### config.mk
export PLATFORM = sky130hd
export DESIGN_NAME = wb_merge
export DESIGN_NICKNAME = d
export VERILOG_FILES = /design/src/rtl/wb_merge.sv
export SDC_FILE = /design/constraint.sdc
export NUM_CORES = 1
export LEC_CHECK = 0
export BUFFER_PORTS_ARGS = -buffer_cell sky130_fd_sc_hd__buf_2
export CAP_MARGIN = 25
export CORE_MARGIN = 8
export CORE_UTILIZATION = 58
export DETAILED_ROUTE_END_ITERATION = 10
export MAX_ROUTING_LAYER = met4
export PLACE_DENSITY_LB_ADDON = 0.08
export SYNTH_ARGS = -nofsm -noshare
export SYNTH_HDL_FRONTEND = slang
export SYNTH_SLANG_ARGS = --single-unit
export TNS_END_PERCENT = 100
### constraint.sdc
create_clock -name clk -period 2.9 [get_ports clk]
set_input_delay 0.725 -clock clk [delete_from_list [all_inputs] [get_ports clk]]
set_output_delay 0.725 -clock clk [all_outputs]
set_load 0.01 [all_outputs]
### src/rtl/wb_merge.sv
// Writeback stage: registered regfile write port, load extraction, and an
// in-order MDU result queue. Optional `WB_INSTRET_EN adds a 64-bit instret.
module wb_merge #(
    parameter int XLEN  = 32,
    parameter int DEPTH = 4
) (
    input  logic            clk,
    input  logic            rst_n,
    input  logic            MEM_WB_regwrite,
    input  logic [4:0]      MEM_WB_rd,
    input  logic [XLEN-1:0] MEM_WB_result,
    input  logic            MEM_WB_memread,
    input  logic [2:0]      MEM_WB_funct3,
    input  logic [1:0]      MEM_WB_addr_lo,
    input  logic            mdu_valid,
    input  logic [4:0]      mdu_rd,
    input  logic [XLEN-1:0] mdu_result,
    output logic            mdu_ready,
    input  logic [4:0]      hazard_rs1,
    input  logic [4:0]      hazard_rs2,
    output logic            hazard_stall,
    output logic            reg_write_enable,
    output logic [4:0]      reg_write_addr,
    output logic [XLEN-1:0] reg_write_data
`ifdef WB_INSTRET_EN
    ,
    output logic [63:0]     instret
`endif
);

    localparam int AW = $clog2(DEPTH);
    localparam logic [AW:0] PTR_ONE = 1;

    logic [31:0]     word;
    logic [7:0]      ld_byte;
    logic [15:0]     ld_half;
    logic [XLEN-1:0] wb_data;
    logic            pipe_real;

    logic [AW:0]     wptr_q, wptr_d, rptr_q, rptr_d;
    logic [DEPTH-1:0] vld_q, vld_d, kill_q, kill_d;
    logic [4:0]      rd_q [DEPTH];
    logic [4:0]      rd_d [DEPTH];
    logic [XLEN-1:0] dat_q [DEPTH];
    logic [XLEN-1:0] dat_d [DEPTH];

    logic            en_q, en_d;
    logic [4:0]      addr_q, addr_d;
    logic [XLEN-1:0] data_q, data_d;

    logic            full, empty, enq, pop, head_live;
    logic [AW-1:0]   widx, ridx;

    always_comb begin
        word    = MEM_WB_result[31:0];
        ld_byte = word[{MEM_WB_addr_lo, 3'b000} +: 8];
        ld_half = word[{MEM_WB_addr_lo[1], 4'b0000} +: 16];
        wb_data = MEM_WB_result;
        if (MEM_WB_memread) begin
            unique case (MEM_WB_funct3)
                3'b000:  wb_data = XLEN'($signed(ld_byte));
                3'b001:  wb_data = XLEN'($signed(ld_half));
                3'b010:  wb_data = XLEN'($signed(word));
                3'b100:  wb_data = XLEN'(ld_byte);
                3'b101:  wb_data = XLEN'(ld_half);
                default: wb_data = MEM_WB_result;
            endcase
        end
    end

    assign pipe_real = MEM_WB_regwrite && (MEM_WB_rd != 5'd0);
    assign widx      = wptr_q[AW-1:0];
    assign ridx      = rptr_q[AW-1:0];
    assign empty     = (wptr_q == rptr_q);
    assign full      = (wptr_q[AW] != rptr_q[AW]) && (widx == ridx);
    assign mdu_ready = !full;
    assign enq       = mdu_valid && !full;
    assign pop       = !pipe_real && !empty;
    assign head_live = vld_q[ridx] && !kill_q[ridx];

    always_comb begin
        wptr_d = wptr_q;
        rptr_d = rptr_q;
        vld_d  = vld_q;
        kill_d = kill_q;
        rd_d   = rd_q;
        dat_d  = dat_q;
        // A newer pipeline write to the same rd makes queued results stale
        for (int i = 0; i < DEPTH; i++) begin
            if (pipe_real && vld_q[i] && rd_q[i] == MEM_WB_rd)
                kill_d[i] = 1'b1;
        end
        if (enq) begin
            vld_d[widx]  = 1'b1;
            kill_d[widx] = (mdu_rd == 5'd0) ||
                           (pipe_real && mdu_rd == MEM_WB_rd);
            rd_d[widx]   = mdu_rd;
            dat_d[widx]  = mdu_result;
            wptr_d       = wptr_q + PTR_ONE;
        end
        if (pop) begin
            vld_d[ridx]  = 1'b0;
            kill_d[ridx] = 1'b0;
            rptr_d       = rptr_q + PTR_ONE;
        end
    end

    always_comb begin
        en_d   = 1'b0;
        addr_d = addr_q;
        data_d = data_q;
        if (pipe_real) begin
            en_d   = 1'b1;
            addr_d = MEM_WB_rd;
            data_d = wb_data;
        end else if (pop && head_live) begin
            en_d   = 1'b1;
            addr_d = rd_q[ridx];
            data_d = dat_q[ridx];
        end
    end

    always_comb begin
        hazard_stall = 1'b0;
        for (int i = 0; i < DEPTH; i++) begin
            if (vld_q[i] && !kill_q[i] && rd_q[i] != 5'd0 &&
                (rd_q[i] == hazard_rs1 || rd_q[i] == hazard_rs2))
                hazard_stall = 1'b1;
        end
    end

    always_ff @(posedge clk or negedge rst_n) begin
        if (!rst_n) begin
            wptr_q <= '0;
            rptr_q <= '0;
            vld_q  <= '0;
            kill_q <= '0;
            for (int i = 0; i < DEPTH; i++) begin
                rd_q[i]  <= '0;
                dat_q[i] <= '0;
            end
            en_q   <= 1'b0;
            addr_q <= '0;
            data_q <= '0;
        end else begin
            wptr_q <= wptr_d;
            rptr_q <= rptr_d;
            vld_q  <= vld_d;
            kill_q <= kill_d;
            rd_q   <= rd_d;
            dat_q  <= dat_d;
            en_q   <= en_d;
            addr_q <= addr_d;
            data_q <= data_d;
        end
    end

    assign reg_write_enable = en_q;
    assign reg_write_addr   = addr_q;
    assign reg_write_data   = data_q;

`ifdef WB_INSTRET_EN
    logic [63:0] instret_q, instret_d;

    always_comb begin
        instret_d = instret_q + {63'd0, MEM_WB_regwrite}
                              + {63'd0, pop && head_live};
    end

    always_ff @(posedge clk or negedge rst_n) begin
        if (!rst_n) instret_q <= '0;
        else        instret_q <= instret_d;
    end

    assign instret = instret_q;
`endif

endmodule

# ---- Yosys cells after proc, flatten, opt, wreduce, memory -nomap -nowiden
# Cells that the tools add are included.
dict set report word_totals {
  reg_bits 200
  inputBits 94
}
dict set report op_classes {
  add_sub_neg 2
  n_lt_le_gt_ge 7
  n_eq_ne 19
  n_shift 2
  n_mux 41
  n_bitwise 6
  n_reduce_logical 51
}
# op count
set ops {}
lappend ops {{$mux W32} 6}
lappend ops {{$bwmux W128} 1}
lappend ops {{$pmux W32 S4} 1}
lappend ops {{$eq A5 B5 Y1} 13}
lappend ops {{$bmux W32 S2} 1}
lappend ops {{$demux W32 S2} 1}
lappend ops {{$shiftx A32 B6 Y16} 1}
lappend ops {{$shiftx A32 B6 Y8} 1}
lappend ops {{$logic_and A1 B1 Y1} 30}
lappend ops {{$mux W5} 5}
lappend ops {{$reduce_bool A5 Y1} 5}
lappend ops {{$bwmux W20} 1}
lappend ops {{$mux W4} 4}
lappend ops {{$mux W1} 14}
lappend ops {{$bmux W5 S2} 1}
lappend ops {{$demux W5 S2} 1}
lappend ops {{$and A4 B4 Y4} 2}
lappend ops {{$logic_not A1 Y1} 8}
lappend ops {{$add A3 B1 Y3 const B} 2}
lappend ops {{$eq A3 B3 Y1 const B} 2}
lappend ops {{$ge A3 B3 Y1 const B} 2}
lappend ops {{$lt A2 B3 Y1 const B} 2}
lappend ops {{$not A2 Y3} 2}
lappend ops {{$logic_not A5 Y1} 1}
lappend ops {{14 further kinds} 21}

# ---- Depth between registers and ports, before layout
# Gate-level depths: netlist of run 1.
dict set report logic_depth {
  depth_word 9
  ltp_mapped 7
}

# ---- Worst setup path before layout of run 1
# No wires, ideal clock.
dict set report synth_timing {
  kind {input port to output port}
  from {in hazard_rs1[1]}
  to {out hazard_stall}
  arrival_ps 1808
  required_time_ps 2175
  setup_slack_ps 367
  cell_stages 6
  path_buffers 1
  cell_sequence {clkbuf_1 xor2_1 nor3_1 nand3_1 a21oi_1 or4_1}
}
dict set report synth_between {
  elab_chain_len 7
  elab_cells_between_ends 16
}
# element line
set synth_lines {}
lappend synth_lines {{start: declaration} 19} ;# input logic [4:0] hazard_rs1,
lappend synth_lines {{$eq A5 B5 Y1} 127} ;# (rd_q[i] == hazard_rs1 || rd_q[i] == hazard_rs2))
lappend synth_lines {{$logic_or A1 B1 Y1} 127}
lappend synth_lines {{$logic_and A1 B1 Y1} 126} ;# if (vld_q[i] && !kill_q[i] && rd_q[i] != 5'd0 &&
lappend synth_lines {{$mux W1 (3 in series)} 126}
lappend synth_lines {{$mux W1 *} 126}
lappend synth_lines {{end: declaration} 21} ;# output logic hazard_stall,
# Mark *: on every way between the ends. The rest lies on a longest branch, timed or not.

# ---- Worst setup path after layout of run 1
dict set report layout_timing {
  from {reg rd_q[2] (netlist bit)}
  to {out hazard_stall}
}
dict set report layout_between {
  elab_chain_len 4
  elab_cells_between_ends 7
}
# element line
set layout_lines {}
lappend layout_lines {{start: declaration} 42} ;# logic [4:0] rd_q [DEPTH];
lappend layout_lines {{start signal: assignment} 150} ;# rd_q <= rd_d;
lappend layout_lines {{$eq A5 B5 Y1 or $reduce_bool A5 Y1 (tied branches)} {127, 126}}
lappend layout_lines {{$logic_or A1 B1 Y1 or $logic_and A1 B1 Y1 (tied branches)} {127, 126}}
lappend layout_lines {{$logic_and A1 B1 Y1 *} 126}
lappend layout_lines {{$mux W1 *} 126}
# Marked as above.

==> results.toml, run 1 <==
[synth]
synth.mux.area_fraction = 0.255
synth-simple-area-share = 0.0804
async_flop_share = 1.00
ys.flop_type = "dfrtp_1"
yosys.area_share.xor_xnor = 0.0606
ys_ff_latch = 200
synth_nets = 942
synthCells = 840
synth_cell_types = 53
ys_seq_area_frac = 0.481
synthAdderAreaFrac = 0.00962
post_synth.cell_area_avg_um2 = 12.4
syn_area_mm2 = 0.0104
synth_top_family_by_area = "multiplexers"
yosysWarnings = 0
synth_edf_count = 0
synth-compound-area-share = 0.0714

[timing]
layout_setup_ws_ns = -0.0648
finalClockSkew_ns = 0.0115
setup_viol = 1
worst_pin_slew_ns = 0.810
fmax_mhz = 337
finalMaxSlewViolations = 0
period_needed_ns = 2.96
maxSlewHeadroom = 0.458
rsz0062_at_grt = "yes"
period_share = 1.02
hold-worst-slack_ns = 0.292
report.final.hold_viol_count = 0

[global_routing]
grt_use_total = 0.269
grt_pass1_wl_um = 44800
overflow = 0
grt_start_max_net_pins = 73
grt_pass1_vias = 7762
antenna_found_initial = 1

[status]
violations = "negative setup slack"
status = "finished with violations"

[place]
hpwlAfterDp_um = 20400
gp_congestion = 0.957
port-buffer-count = 133
placed_area_mm2 = 0.0113

[final_layout]
drive_gt1_frac = 0.424
area_delta_synth_final_pct = 14.5
stdcell_area_mm2 = 0.0119
num-fill-cells = 1339
final_nets = 1051

[cts]
cts.htree.levels = 4
clock_sinks = 200
hold_buffers = 0
cts_tree = "yes"
clock_latency_ns = 0.44
clk_pin_slew_worst_paths_ns = 0.08
ctsRootBufferMaster = "clkbuf_16"
cts_buffers = 17
cts_max_path_buffers = 2

[pwr]
p_clk_frac = 0.172
seq_power_share = 0.370
peakVddDrop_mv = 0.543
intPower_uw = 8710
pwr_density_cell_mw_per_mm2 = 1160
p_sw_uw = 5140
p_comb_frac = 0.458
p_sw_frac = 0.371
p_leak_uw = 0.00507

[worst_setup_path]
startpoint_type = "flip-flop"
crit_arrival_ns = 2.24
worst_ep_required_time_ns = 2.17
critPathCaptureType = "output pin"
critical_path_class = "flip-flop to output pin"
critPathMaxFanout = 2

[flow_run]
cap_violations = 0

[drt]
num_vias = 7438
drt_wl_total_um = 28400
initialDrtViolationCount = 491
vias_per_cell = 6.24
avgRoutedWirePerCell_um = 23.8
ant_nets = 0
dr.pass1.iters = 5
drc = 0

[floorplan]
die_width_um = 150
ios = 134
core_area_mm2 = 0.0178
num_rows = 49
dieArea_mm2 = 0.0225
die_h_um = 150
start_util = 0.585

[worst_hold_path]
hold_class = "input pin to async pin"
## metal layers
layer  routed length, um  global-route usage
met4                 640              0.0890
met3                1900              0.0635
met5                   0                   -
met2               14100               0.425
met1               11800               0.337
## worst max-delay path, cell delays in order (launching register included)
cell,delay (ns)
dfrtp_1,0.39
or4_1,0.57
o21ai_2,0.18
a21oi_1,0.06
or4_4,0.48
buf_6,0.14
## registers in the layout, summed over array words and instances (netlist names)
name              count
dat_q               128
kill_q                4
rd_q                 20
reg_write_addr        5
reg_write_data       32
reg_write_enable      1
rptr_q                3
vld_q                 4
wptr_q                3
## metrics by stage
stage,worst slack (ns),total power (uW),instances,util,setup TNS [ns]
after detailed placement,0.246,11500,1158,0.636,0
after global routing,-0.121,14700,1192,0.670,-0.121
after floorplan,0.367,9460,840,-,0
after CTS,-0.0737,13900,1191,0.669,-0.0737
after global placement,0.274,11200,1158,0.636,0
final,-0.0648,13900,1192,0.670,-0.0648
## repair_timing
item | in CTS | in global routing
endpoints found under the hold margin | 0 | 0
setup endpoints to repair | 1 | 1
setup buffers | 1 | 0
pin swaps | 0 | 1
resized for setup | 3 | 5
## layout make-up
type / instances / area, um^2 / share of cell area
Tap cell: 229 / 287 / 0.0240
Antenna cell: 1 / 2.50 / 0.000210
Clock inverter: 14 / 145 / 0.0122
Sequential cell: 200 / 5010 / 0.420
Inverter: 6 / 22.5 / 0.00189
Timing Repair Buffer: 173 / 1020 / 0.0855
Multi-Input combinational cell: 551 / 5000 / 0.419
Clock buffer: 18 / 439 / 0.0369
## final timing paths
path,from,end,slack [ns],depth (start not counted)
setup / recovery,rd_q[2],hazard_stall,-0.06,5
hold reg to reg,wptr_q[2],wptr_q[2],0.50,1
setup reg to reg,rptr_q[1],reg_write_data[1],0.58,6
max in group asynchronous,rst_n,rptr_q[0],1.82,2
min in group clk,wptr_q[2],wptr_q[2],0.50,1
hold / removal,rst_n,rd_q[3],0.29,1
## layout by cell type (no fill, tap or decap), drive strengths merged, types with 2 or more instances in the layout
master,synthesis,routed
and3,6,6
buf,47,172
o22ai,5,5
and2,7,7
a31oi,17,17
o21a,2,2
xor2,27,27
nand2b,3,3
a211oi,18,18
a21oi,21,21
a21o,2,2
nor2b,10,10
nand4,4,4
mux2i,9,9
or4,6,6
inv,6,17
o22a,3,3
clkinv,0,3
o221ai,9,9
ha,8,8
o21ai,10,10
a221o,7,7
mux2,152,152
nor3b,3,3
xnor2,45,45
clkbuf,36,19
a221oi,4,4
a311oi,3,3
nand2,43,43
dfrtp,200,200
nand3,48,48
nor3,18,18
nor2,16,16
mux4,38,38
## synth_stat cells, types with 2 or more instances
cell type,number,share of area
buf_1,6,0.0022
nand3_1,48,0.023
a221oi_1,4,0.0034
inv_1,6,0.0022
o21ai_0,5,0.0024
mux2_2,148,0.16
o22ai_1,5,0.0030
clkbuf_1,36,0.013
nand2_1,43,0.016
nand4_1,4,0.0024
xnor2_1,45,0.038
nor3b_1,3,0.0022
o21ai_1,4,0.0019
o221ai_1,9,0.0076
buf_6,6,0.0065
and3_1,6,0.0036
buf_4,5,0.0036
mux2_1,4,0.0043
a311oi_1,3,0.0025
and2_1,4,0.0024
or4_1,5,0.0036
mux4_2,38,0.082
nor2b_1,10,0.0060
nor2_1,15,0.0054
a221o_1,7,0.0067
nand2b_1,3,0.0018
a31oi_1,17,0.010
mux2i_1,9,0.0087
a211oi_1,17,0.012
dfrtp_1,200,0.48
a21o_1,2,0.0014
ha_1,8,0.0096
xor2_1,27,0.023
nor3_1,18,0.0087
a21oi_1,21,0.010
buf_2,30,0.014
o22a_1,3,0.0025
## power by group through the flow
stage / registers [uW] / logic (uW) / clock network [uW]
floorplan: 4900 / 4560 / 0
global placement: 5060 / 6170 / 0
detailed placement: 5180 / 6300 / 0
CTS: 5120 / 6360 / 2400
global route: 5310 / 6840 / 2510
finish: 5130 / 6350 / 2380
## logic make-up after synthesis
kind of cell | count (synthesis)
AOI/OAI and AO/OA | 105
and+or+nand+nor | 167
adders and majority gates | 8
DFF | 200
muxes | 199
xor gates and xnor gates | 72
buffers and inverters | 89
(Power assumes the default switching activity.)
==> run 2, diff against run 1 <==
--- a/config.mk
+++ b/config.mk
@@ -12,6 +12,7 @@
 export DETAILED_ROUTE_END_ITERATION = 10
 export MAX_ROUTING_LAYER = met4
 export PLACE_DENSITY_LB_ADDON = 0.08
+export SLEW_MARGIN = 20
 export SYNTH_ARGS = -nofsm -noshare
 export SYNTH_HDL_FRONTEND = slang
 export SYNTH_SLANG_ARGS = --single-unit
==> constraint.sdc (replaced) <==
create_clock -name clk -period 3.2 [get_ports clk]
set_input_delay 0.32 -clock clk [delete_from_list [all_inputs] [get_ports clk]]
set_output_delay 0.32 -clock clk [all_outputs]
set_load 0.01 [all_outputs]
==> run 2 against run 1 <==
Net effect: the run now ends clean; final cell count fell by 1.6%; power fell by 12%; sequential cell count did not move; first-iteration DRC count rose by 29%; core utilization fell by 0.97 points; critical endpoint unchanged.
==> results.toml, run 2 (synthesized netlist as in run 1, its figures left out) <==
[timing]
period_share = 0.824
timing.setup.tns_ns = 0
layout_setup_ws_ns = 0.562
finalClockSkew_ns = 0.00853
setup_viol = 0
report.final.hold_viol_count = 0
rsz0062_at_grt = "no"
maxSlewHeadroom = 0.443
worst_pin_slew_ns = 0.835
fmax_mhz = 379
period_needed_ns = 2.64
finalMaxSlewViolations = 0

[final_layout]
final_nets = 1031
drive_gt1_frac = 0.406
final_cell_count_no_fill = 1173
largest_reg_flops = 128
layout_commonest_cell = "dfrtp_1"
final_cell_mix = "dfrtp_1, mux2_2, buf_2, nand3_1, xnor2_1"
num-fill-cells = 1338
stdcell_area_mm2 = 0.0117
area_delta_synth_final_pct = 12.8
top_register = "dat_q"

[pwr]
p_sw_uw = 4520
seq_power_share = 0.398
intPower_uw = 7720
p_clk_frac = 0.165
p_sw_frac = 0.369
pwr_density_cell_mw_per_mm2 = 1040
p_comb_frac = 0.437
p_leak_uw = 0.00495
peakVddDrop_mv = 0.541
fin_total_pwr_uw = 12200

[cts]
ctsRootBufferMaster = "clkbuf_16"
clk_pin_slew_worst_paths_ns = 0.07
cts.htree.levels = 4
ctsResizeCount = 0
hold_buffers = 1
cts_setup_buffers = 0
clock_sinks = 200
cts_tree = "yes"
cts_buffers = 17
clock_latency_ns = 0.43
cts_max_path_buffers = 2

[worst_setup_path]
reg2reg_slack_ns = 1.00
crit_top_cell = "or4_1"
critical_path_class = "flip-flop to output pin"
cpLargestDelayFamily = "simple AND/OR/NAND/NOR gates"
crit_arrival_ns = 2.32
max_stage_delay_ns = 0.53
critPathSlowestCell = "or4_1"
worst_ep_required_time_ns = 2.88
crit_buf_inv = 1
startpoint_type = "flip-flop"
critPathMaxFanout = 6
critPathCaptureType = "output pin"
cp_cell_sequence = "or4_1 -> o21ai_0 -> a21oi_1 -> or4_1 -> buf_2"

[place]
dp_slack_ns = 0.831
port-buffer-count = 133
place_inst = 1138
gp_congestion = 0.881
placed_area_mm2 = 0.0112
hpwlAfterDp_um = 19800

[floorplan]
start_util = 0.585
die_width_um = 150
dieArea_mm2 = 0.0225
core_area_mm2 = 0.0178
ios = 134
die_h_um = 150
num_rows = 49

[drt]
drt_wl_total_um = 28100
vias_per_cell = 6.28
met1_length_um = 11600
drc = 0
wl_met2_um = 14300
dr.pass1.iters = 5
avgRoutedWirePerCell_um = 23.9
highest_layer = "met4"
num_vias = 7368
initialDrtViolationCount = 634
wl_met3_um = 1750
ant_nets = 0

[global_routing]
grt_pass1_wl_um = 44700
grt_start_max_net_pins = 100
grt_use_total = 0.266
antenna_found_initial = 1
overflow = 0
grt_pass1_vias = 7755

[flow_run]
cap_violations = 0

[worst_hold_path]
hold_class = "input pin to flip-flop"

[status]
status = "finished, final reports clean"
## run 2: cell count changes in the layout (fill, tap and decap cells not counted), sizes merged
cell         delta
inv             -6
diode           +1
buf            -21
clkinvlp        +4
clkinv          +2
dlygate4sd3     +1
## run 2: final timing paths
check / cells after the start / end / from
max reg2reg: 4 / reg_write_data[0] / rptr_q[0]
max: 5 / hazard_stall / rd_q[16]
max in group asynchronous: 3 / wptr_q[0] / rst_n
min reg2reg: 1 / dat_q[24] / dat_q[24]
min in group asynchronous: 2 / rd_q[5] / rst_n
min: 2 / dat_q[81] / mdu_result[17]
## run 2: worst reg2reg max path, stage by stage, from the launching register on
cell	delay, ns
dfrtp_2	0.38
buf_4	0.66
mux4_2	0.62
and2_1	0.16
a221o_1	0.26
## run 2: through the flow
step / util / hold WS, ns
2_1_floorplan: - / 0.0244
3_3_place_gp: 0.629 / 0.446
3_5_place_dp: 0.629 / 0.462
4_1_cts: 0.660 / 0.134
5_1_grt: 0.660 / 0.149
6_report: 0.661 / 0.151
## run 2: metal layers
metal,up-vias,track usage
li1,3229,-
met1,3802,0.333
met2,298,0.437
met3,39,0.0432
met4,0,0.0810
met5,-,-
## run 2: area by class of cell
cell class | count | area (um^2) | share of cell area
Tap cell | 229 | 287 | 0.0244
Multi-Input combinational cell | 551 | 4980 | 0.424
Sequential cell | 200 | 5010 | 0.426
Clock buffer | 18 | 439 | 0.0374
Inverter | 6 | 22.5 | 0.00192
Antenna cell | 2 | 5.00 | 0.000426
Clock inverter | 14 | 115 | 0.00980
Timing Repair Buffer | 153 | 890 | 0.0757
## run 2: power by group through the flow
stage	combinational, uW	sequential [uW]	clock (uW)
after floorplan	4130	4440	0
after global placement	5200	4770	0
after detailed placement	5370	4880	0
after CTS	5400	4850	2070
after global routing	5810	5010	2160
final	5350	4870	2020
